File: config.mk
export PLATFORM = sky130hd
export DESIGN_NAME = prim_alert_sender_bank
export DESIGN_NICKNAME = d
export VERILOG_FILES = /design/src/rtl/prim_alert_sender_bank.sv
export SDC_FILE = /design/constraint.sdc
export NUM_CORES = 1
export LEC_CHECK = 0
export ABC_AREA = 1
export CAP_MARGIN = 20
export CORE_MARGIN = 5
export CORE_UTILIZATION = 50
export CTS_CLUSTER_DIAMETER = 120
export CTS_CLUSTER_SIZE = 14
export DETAILED_ROUTE_END_ITERATION = 10
export PLACE_DENSITY = 0.76
export SLEW_MARGIN = 25
export SYNTH_ARGS = -nofsm -noshare
export SYNTH_HDL_FRONTEND = slang
export SYNTH_SLANG_ARGS = --single-unit
File: constraint.sdc
create_clock -name clk_i -period 1.5 [get_ports clk_i]
set_clock_uncertainty 0.05 [all_clocks]
set_input_delay 0.3 -clock clk_i [delete_from_list [all_inputs] [get_ports clk_i]]
set_output_delay 0.3 -clock clk_i [all_outputs]
set_load 0.05 [all_outputs]
File: src/rtl/prim_alert_sender_bank.sv
// Bank of independent differential alert senders with ping handling, integrity
// checking of the receiver pairs, and optional fatal (sticky) channels.

module prim_alert_sender_chan #(
   parameter bit Fatal = 1'b0
) (
   input  logic clk_i,
   input  logic rst_i,
   input  logic alert_req_i,
   input  logic alert_test_i,
   input  logic ack_p_i,
   input  logic ack_n_i,
   input  logic ping_p_i,
   input  logic ping_n_i,
   output logic alert_ack_o,
   output logic alert_state_o,
   output logic integ_fail_o,
   output logic alert_p_o,
   output logic alert_n_o
);

   typedef enum logic [2:0] {IDLE, HS1, HS2, PAUSE0, PAUSE1, SIGFAIL} state_e;

   state_e r_state, w_state_nxt;
   logic   r_ackq_p, r_ackq_n, r_pingq_p, r_pingq_n, r_pingq_d;
   logic   r_alert_pend, r_ping_pend, r_alert_fly;
   logic   r_alert_p, r_alert_n, r_ack;
   logic   w_integ, w_ping_ev, w_req, w_ack_hi, w_ack_lo;
   logic   w_alert_pend_nxt, w_ping_pend_nxt, w_alert_fly_nxt;
   logic   w_alert_p_nxt, w_alert_n_nxt, w_ack_nxt;

   assign w_integ   = (r_ackq_p == r_ackq_n) | (r_pingq_p == r_pingq_n);
   assign w_ping_ev = (r_pingq_p != r_pingq_d) & (r_pingq_p != r_pingq_n);
   assign w_req     = alert_req_i | alert_test_i;
   assign w_ack_hi  = r_ackq_p & ~r_ackq_n;
   assign w_ack_lo  = ~r_ackq_p & r_ackq_n;

   // Pends are handed to the in-flight handshake when it starts, so anything
   // arriving during the handshake stays pending for the next one.
   always_comb begin
      w_state_nxt      = r_state;
      w_alert_pend_nxt = r_alert_pend | w_req | w_integ;
      w_ping_pend_nxt  = r_ping_pend | w_ping_ev;
      w_alert_fly_nxt  = r_alert_fly;
      w_ack_nxt        = 1'b0;
      w_alert_p_nxt    = 1'b0;
      w_alert_n_nxt    = 1'b1;
      if (w_integ) begin
         w_state_nxt     = SIGFAIL;
         w_alert_fly_nxt = 1'b0;
         w_alert_p_nxt   = (r_state == SIGFAIL) ? ~r_alert_p : 1'b1;
         w_alert_n_nxt   = w_alert_p_nxt;
      end else begin
         case (r_state)
            IDLE: begin
               if (w_req | r_alert_pend | r_ping_pend) begin
                  w_state_nxt      = HS1;
                  w_alert_fly_nxt  = w_req | r_alert_pend;
                  w_alert_pend_nxt = Fatal & (r_alert_pend | w_req);
                  w_ping_pend_nxt  = w_ping_ev;
                  w_alert_p_nxt    = 1'b1;
                  w_alert_n_nxt    = 1'b0;
               end
            end
            HS1: begin
               if (w_ack_hi) begin
                  w_state_nxt = HS2;
               end else begin
                  w_alert_p_nxt = 1'b1;
                  w_alert_n_nxt = 1'b0;
               end
            end
            HS2: begin
               if (w_ack_lo) begin
                  w_state_nxt     = PAUSE0;
                  w_ack_nxt       = r_alert_fly;
                  w_alert_fly_nxt = 1'b0;
               end
            end
            PAUSE0:  w_state_nxt = PAUSE1;
            PAUSE1:  w_state_nxt = IDLE;
            SIGFAIL: w_state_nxt = IDLE;
            default: w_state_nxt = IDLE;
         endcase
      end
   end

   always_ff @(posedge clk_i) begin
      if (rst_i) begin
         r_state      <= IDLE;
         r_ackq_p     <= 1'b0;
         r_ackq_n     <= 1'b1;
         r_pingq_p    <= 1'b0;
         r_pingq_n    <= 1'b1;
         r_pingq_d    <= 1'b0;
         r_alert_pend <= 1'b0;
         r_ping_pend  <= 1'b0;
         r_alert_fly  <= 1'b0;
         r_alert_p    <= 1'b0;
         r_alert_n    <= 1'b1;
         r_ack        <= 1'b0;
      end else begin
         r_state      <= w_state_nxt;
         r_ackq_p     <= ack_p_i;
         r_ackq_n     <= ack_n_i;
         r_pingq_p    <= ping_p_i;
         r_pingq_n    <= ping_n_i;
         r_pingq_d    <= r_pingq_p;
         r_alert_pend <= w_alert_pend_nxt;
         r_ping_pend  <= w_ping_pend_nxt;
         r_alert_fly  <= w_alert_fly_nxt;
         r_alert_p    <= w_alert_p_nxt;
         r_alert_n    <= w_alert_n_nxt;
         r_ack        <= w_ack_nxt;
      end
   end

   assign alert_ack_o   = r_ack;
   assign alert_state_o = r_alert_pend | r_alert_fly;
   assign integ_fail_o  = w_integ;
   assign alert_p_o     = r_alert_p;
   assign alert_n_o     = r_alert_n;

endmodule

module prim_alert_sender_bank #(
   parameter int unsigned          NumAlerts = 4,
   parameter logic [NumAlerts-1:0] IsFatal   = '0
) (
   input  logic                 clk_i,
   input  logic                 rst_i,
   input  logic [NumAlerts-1:0] alert_req_i,
   input  logic [NumAlerts-1:0] alert_test_i,
   output logic [NumAlerts-1:0] alert_ack_o,
   output logic [NumAlerts-1:0] alert_state_o,
   output logic [NumAlerts-1:0] integ_fail_o,
   input  logic [NumAlerts-1:0] ack_p_i,
   input  logic [NumAlerts-1:0] ack_n_i,
   input  logic [NumAlerts-1:0] ping_p_i,
   input  logic [NumAlerts-1:0] ping_n_i,
   output logic [NumAlerts-1:0] alert_p_o,
   output logic [NumAlerts-1:0] alert_n_o
);

   for (genvar g = 0; g < int'(NumAlerts); g++) begin : g_chan
      prim_alert_sender_chan #(.Fatal(IsFatal[g])) u_chan (
         .clk_i        (clk_i),
         .rst_i        (rst_i),
         .alert_req_i  (alert_req_i[g]),
         .alert_test_i (alert_test_i[g]),
         .ack_p_i      (ack_p_i[g]),
         .ack_n_i      (ack_n_i[g]),
         .ping_p_i     (ping_p_i[g]),
         .ping_n_i     (ping_n_i[g]),
         .alert_ack_o  (alert_ack_o[g]),
         .alert_state_o(alert_state_o[g]),
         .integ_fail_o (integ_fail_o[g]),
         .alert_p_o    (alert_p_o[g]),
         .alert_n_o    (alert_n_o[g])
      );
   end

endmodule
# After elaboration in Yosys (flattened, before gate mapping)
# Index checks and enable logic that the tools add are counted.
classes:
  eq_ne: 56
  mux: 92
  bitwise_logic: 60
  reduce_logical: 28
ops:
  columns: ["cell", "count"]
  rows:
  - ["$mux 1", 60]
  - ["$mux 3", 16]
  - ["$pmux 3 s4", 4]
  - ["$ne 3x1->1 const B", 12]
  - ["$reduce_and 3->1", 12]
  - ["$or 1x1->1", 28]
  - ["$eq 3x2->1 const B", 8]
  - ["$ne 2x1->1 const B", 12]
  - ["$pmux 1 s2", 12]
  - ["$not 1->1", 20]
  - ["$reduce_or 4->1", 4]
  - ["$and 1x1->1", 12]
  - ["$eq 3x1->1 const B", 4]
  - ["$eq 3x3->1 const B", 4]
  - ["$logic_not 3->1", 4]
  - ["$eq 1x1->1", 8]
  - ["$ne 1x1->1", 8]
  - ["$reduce_bool 2->1", 4]
  - ["$reduce_or 2->1", 4]
word_totals:
  ff_bits: 56
  out_inout_bits: 20
  wordCells: 288

# Depth between registers and ports, before layout
depth:
  word_depth: 6
  mapped_depth: 10
  mapped_depth_nobuf: 10

# Modules after synthesis
# Synthesis repeated with hierarchy kept, for this count alone.
hier_totals:
  hier_cells: 356
  hier_area_um2: 2632.5
modules_own_cells:
  columns: ["mod", "instances", "cells_per_inst", "area_each_um2"]
  rows:
  - ["prim_alert_sender_chan", 4, 89, 658.1]

# Least setup slack after synthesis
# No wires, ideal clock.
synth_timing:
  path_type: "register to output"
  from: "register g_chan[2].u_chan.r_ackq_n"
  to: "output port integ_fail_o[2]"
  arrival_ns: 1.109
  required_time_ns: 1.150
  setup_slack_ns: 0.041
  path_stages_with_launch: 6
  path_buffers: 1
  path_cell_list: "dfxtp_1 inv_1 ha_1 a21oi_4 inv_2 buf_4"
synth_via:
  elab_chain_len: 2
synth_rtl:
  columns: ["item", "line", "source"]
  rows:
  - ["start: declaration", "25", "logic r_ackq_p, r_ackq_n, r_pingq_p, r_pingq_n, r_pingq_d;"]
  - ["start signal: assignment", "105", "r_ackq_n <= ack_n_i;"]
  - ["$eq 1x1->1", "32", "assign w_integ = (r_ackq_p == r_ackq_n) | (r_pingq_p == r_pingq_n);"]
  - ["$or 1x1->1", "32", null]
  - ["end: declaration", "136", "output logic [NumAlerts-1:0] integ_fail_o,"]
# Every way passes these cells.

# Worst setup path in the final report
# Same ends and word-level chain as after synthesis.

==> metrics list <==
- TritonCTS Sinks: 56
- The number of max-slew violations in the final report was 0.
- Worst-case clock buffer depth: 2
* Clock period minus worst slack: roughly 1.6 ns
- Setup slack of the most critical reg-to-reg path: about 0.07 ns
- Critical path type: register to output port
- Site Rows: 26
* Most instantiated flip-flop cell in the synthesis netlist: dfxtp_1
- The worst hold path begins at g_chan[3].u_chan.r_pingq_p.
- Cell breakdown of the critical path: inv_2 > ha_4 > a21oi_4 > inv_2 > buf_8
- Depth of the CTS H-tree: 2
- Setup repair after global routing could not meet its margin everywhere.
- Fraction of the yosys area taken by sequential cells: 0.424
- Antenna cell count: 0
- STA classifies the critical path startpoint as a register.
- First-pass DRT Iterations: 4
* Overall die height: slightly above 80 um
* Worst-case hold slack: about 0.40 ns
- DRC Markers: 0
- After synthesis, the netlist uses 38 different library cells.
- Counting flops with a built-in enable in the synthesized netlist gives 0.
* Starting Density: 0.518
- Count of input and output buffers: 45
- The slowest stage of the critical path is the dfxtp_2 cell.
* Pwr per Cell Area: between 1000 and 1500 mW/mm^2
- The most numerous cell type found on the critical path is inv_2.
- The critical path starts at g_chan[2].u_chan.r_ackq_n.
* Drt via density: 4.76
- Total CTS buffers: 5
- STA puts the critical path data arrival time at 1.24 ns.
- Final Routed Wirelength: about 5300 um
- Worst-Skew Late Latency: around 0.30 ns
- The mapped netlist covers between 0.002 and 0.003 mm^2.
- Placer congestion estimate: between 0.8 and 0.9
- The via count of the first global-routing pass came to approximately 2,100.
* Required time of the critical path: ~1.2 ns
* Initial antenna violation count: 0
- Standard cell core area: between 0.005 and 0.006 mm^2
* Maximum clock frequency: ~0.63 GHz
* Maximum number of pins on one net before global-route repair: 33
- Critical path fanouts, max: 2
- Count of nets left with antenna violations after detail routing: 0
- Setup violations remaining at the end of the flow were counted as 4.
- After the last flow step, the layout net total stands at 415.
* Slowest cell delay on critical path: 0.36 ns
- CTS tree: yes
- The tree is rooted in a clkbuf_8.
- Via count: around 2,200
- Final worst setup slack: -0.0918 ns
- The floorplan step defined a die boundary enclosing ~0.0068 mm^2.
- Die W: about 83 um
* Run status: finished, violations left
- Dividing the synthesized area by the synthesized cell count gives between 7 and 8 um^2.
- For this run, the number of Yosys warnings is 0.
- The final count of hold timing violations came to 0.
* Filler instances: between 400 and 500
- Across the run, the number of max-cap violations was 0.
- In the global route stage, overall resource usage came out at 0.168.
- Slew Limit Headroom: 0.753
* Area Growth Syn to Fin: 33.1%
- Final-layout setup total negative slack: -0.207 ns
* Register with the most flip-flops: g_chan.u_chan.r_state
- For the worst flop-to-flop path, the logic depth is 9.
* Number of cells after detailed placement: 435
- Kind of path behind the tightest hold check: register to register
- Final standard cell utilization of the core: 0.689
- After technology mapping, the gate count stands at 341.
- The final reports fail on negative setup slack.
* Iteration-0 DRC Markers: 69
- The register with the most flip-flops in the layout has 12 of them.
- Worst reg2reg path endpoint: g_chan[0].u_chan.alert_p_o
- Of the available clock period, the critical path in the final layout requires 1.06.
* Hpwl dp: between 3000 and 4000 um
- LEAKAGE: approximately 0.0016 uW
- The first global-routing pass estimated 8830 um of wire.
- For this run, asynchronously set or reset flops after synthesis account for 0.
- VDD sags by at most between 0.6 and 0.7 mV.
- In the final layout, the share of cells above drive strength 1 is 0.306.
- For the pin with the worst max-slew slack, the measured transition is around 0.37 ns.
* Final Non-Filler Cells: roughly 450
- Number of placed I/O pins: 46
- Total congestion overflow: 0
- Reg2reg start: g_chan[0].u_chan.r_ackq_n
- Synthesis inferred 56 register bits.
- After clock tree synthesis, the clock-pin slew on the worst setup and hold paths is 0.11 ns.
* Average routed wire per standard cell: about 12 um
- In this run the worst setup path terminates at integ_fail_o[2].
- Crit end category: output port
- Counting every net in the synthesized netlist gives about 380.
[critical path: cells and delay by family, from the launching register on]
| kind | cells | cell delay (ns) |
|---|---|---|
| AOI/OAI and AO/OA | 1 | 0.12 |
| DFF | 1 | 0.36 |
| adders and majority gates | 1 | 0.21 |
| buffers and inverters | 3 | 0.26 |
[stage by stage]
step                      setup slack (ns)  instance area, um^2  total power (uW)
after global routing                -0.147                 3520              4000
after floorplan                     0.0406                 2650              2310
after CTS                           -0.101                 3470              3810
after global placement             -0.0193                 3210              2580
after detailed placement           -0.0425                 3210              2600
final                              -0.0918                 3520              3830
[synth_stat cells (all sizes together) (3+ instances only)]
cell    instances  area [um^2]
nand3b          3         26.3
a21oi          19          106
buf            22          160
or2            13         83.8
nand2          60          275
nor3            5         35.0
nor2           43          186
clkbuf          3         15.0
inv            62          233
mux2            4         45.0
ha              8          100
dfxtp          56         1120
o21ai          17         85.1
nand3          14         80.1
[kinds of logic (layout without fill, tap and decap cells)]
family | Yosys count | count (layout) | share of synthesized area
muxes | 4 | 4 | 0.0170
AOI/OAI and AO/OA | 43 | 43 | 0.0960
adders and majority gates | 8 | 8 | 0.0378
buffers and inverters | 88 | 129 | 0.156
and+or+nand+nor | 142 | 142 | 0.269
DFF | 56 | 56 | 0.424
[layout make-up]
| cell class | instances | area [um^2] | area share |
|---|---|---|---|
| inverters | 63 | 240 | 0.0683 |
| clock inverters | 3 | 68.8 | 0.0196 |
| flip-flops and latches | 56 | 1130 | 0.321 |
| multi-input cells | 197 | 1190 | 0.338 |
| repair buffers | 58 | 734 | 0.209 |
| well taps | 70 | 87.6 | 0.0249 |
| clock buffers | 5 | 68.8 | 0.0196 |
[how the worst min path moves through the flow]
stage,endpoint,cells after the start
after global placement,g_chan[0].u_chan.r_pingq_d,2
after CTS,g_chan[0].u_chan.r_pingq_d,2
after global routing,g_chan[0].u_chan.r_pingq_d,2
final,g_chan[3].u_chan.r_pingq_d,2
after detailed placement,g_chan[0].u_chan.r_pingq_d,2
after floorplan,g_chan[0].u_chan.r_ackq_n,1
[power breakdown]
group	switching [uW]	internal, uW
logic	552	442
registers	79.9	1590
clock network	491	672
total	1120	2710
[layer usage]
metal,track usage,routed length [um]
met5,0,0
met1,0.182,2080
met4,0.0850,168
met2,0.311,2770
met3,0.0271,238
[cell usage in the layout (no fill, tap or decap), types with 12 or more instances in the layout]
master	count
nand3_1	12
nand2_1	45
inv_1	46
a21oi_1	18
nor2_1	35
inv_2	15
clkdlybuf4s50_1	25
buf_4	13
dfxtp_1	48
o21ai_0	14
buf_12	18
[what timing repair did]
action                                  CTS  global route
pin swaps                                 7             2
gates resized for setup                  20            10
endpoints found under the hold margin     0             0
gates cloned                              0             0
endpoints found under the setup margin    4             6
hold buffers                              0             0
buffers inserted                          6             3
Power figures use the tool's default switching activity.
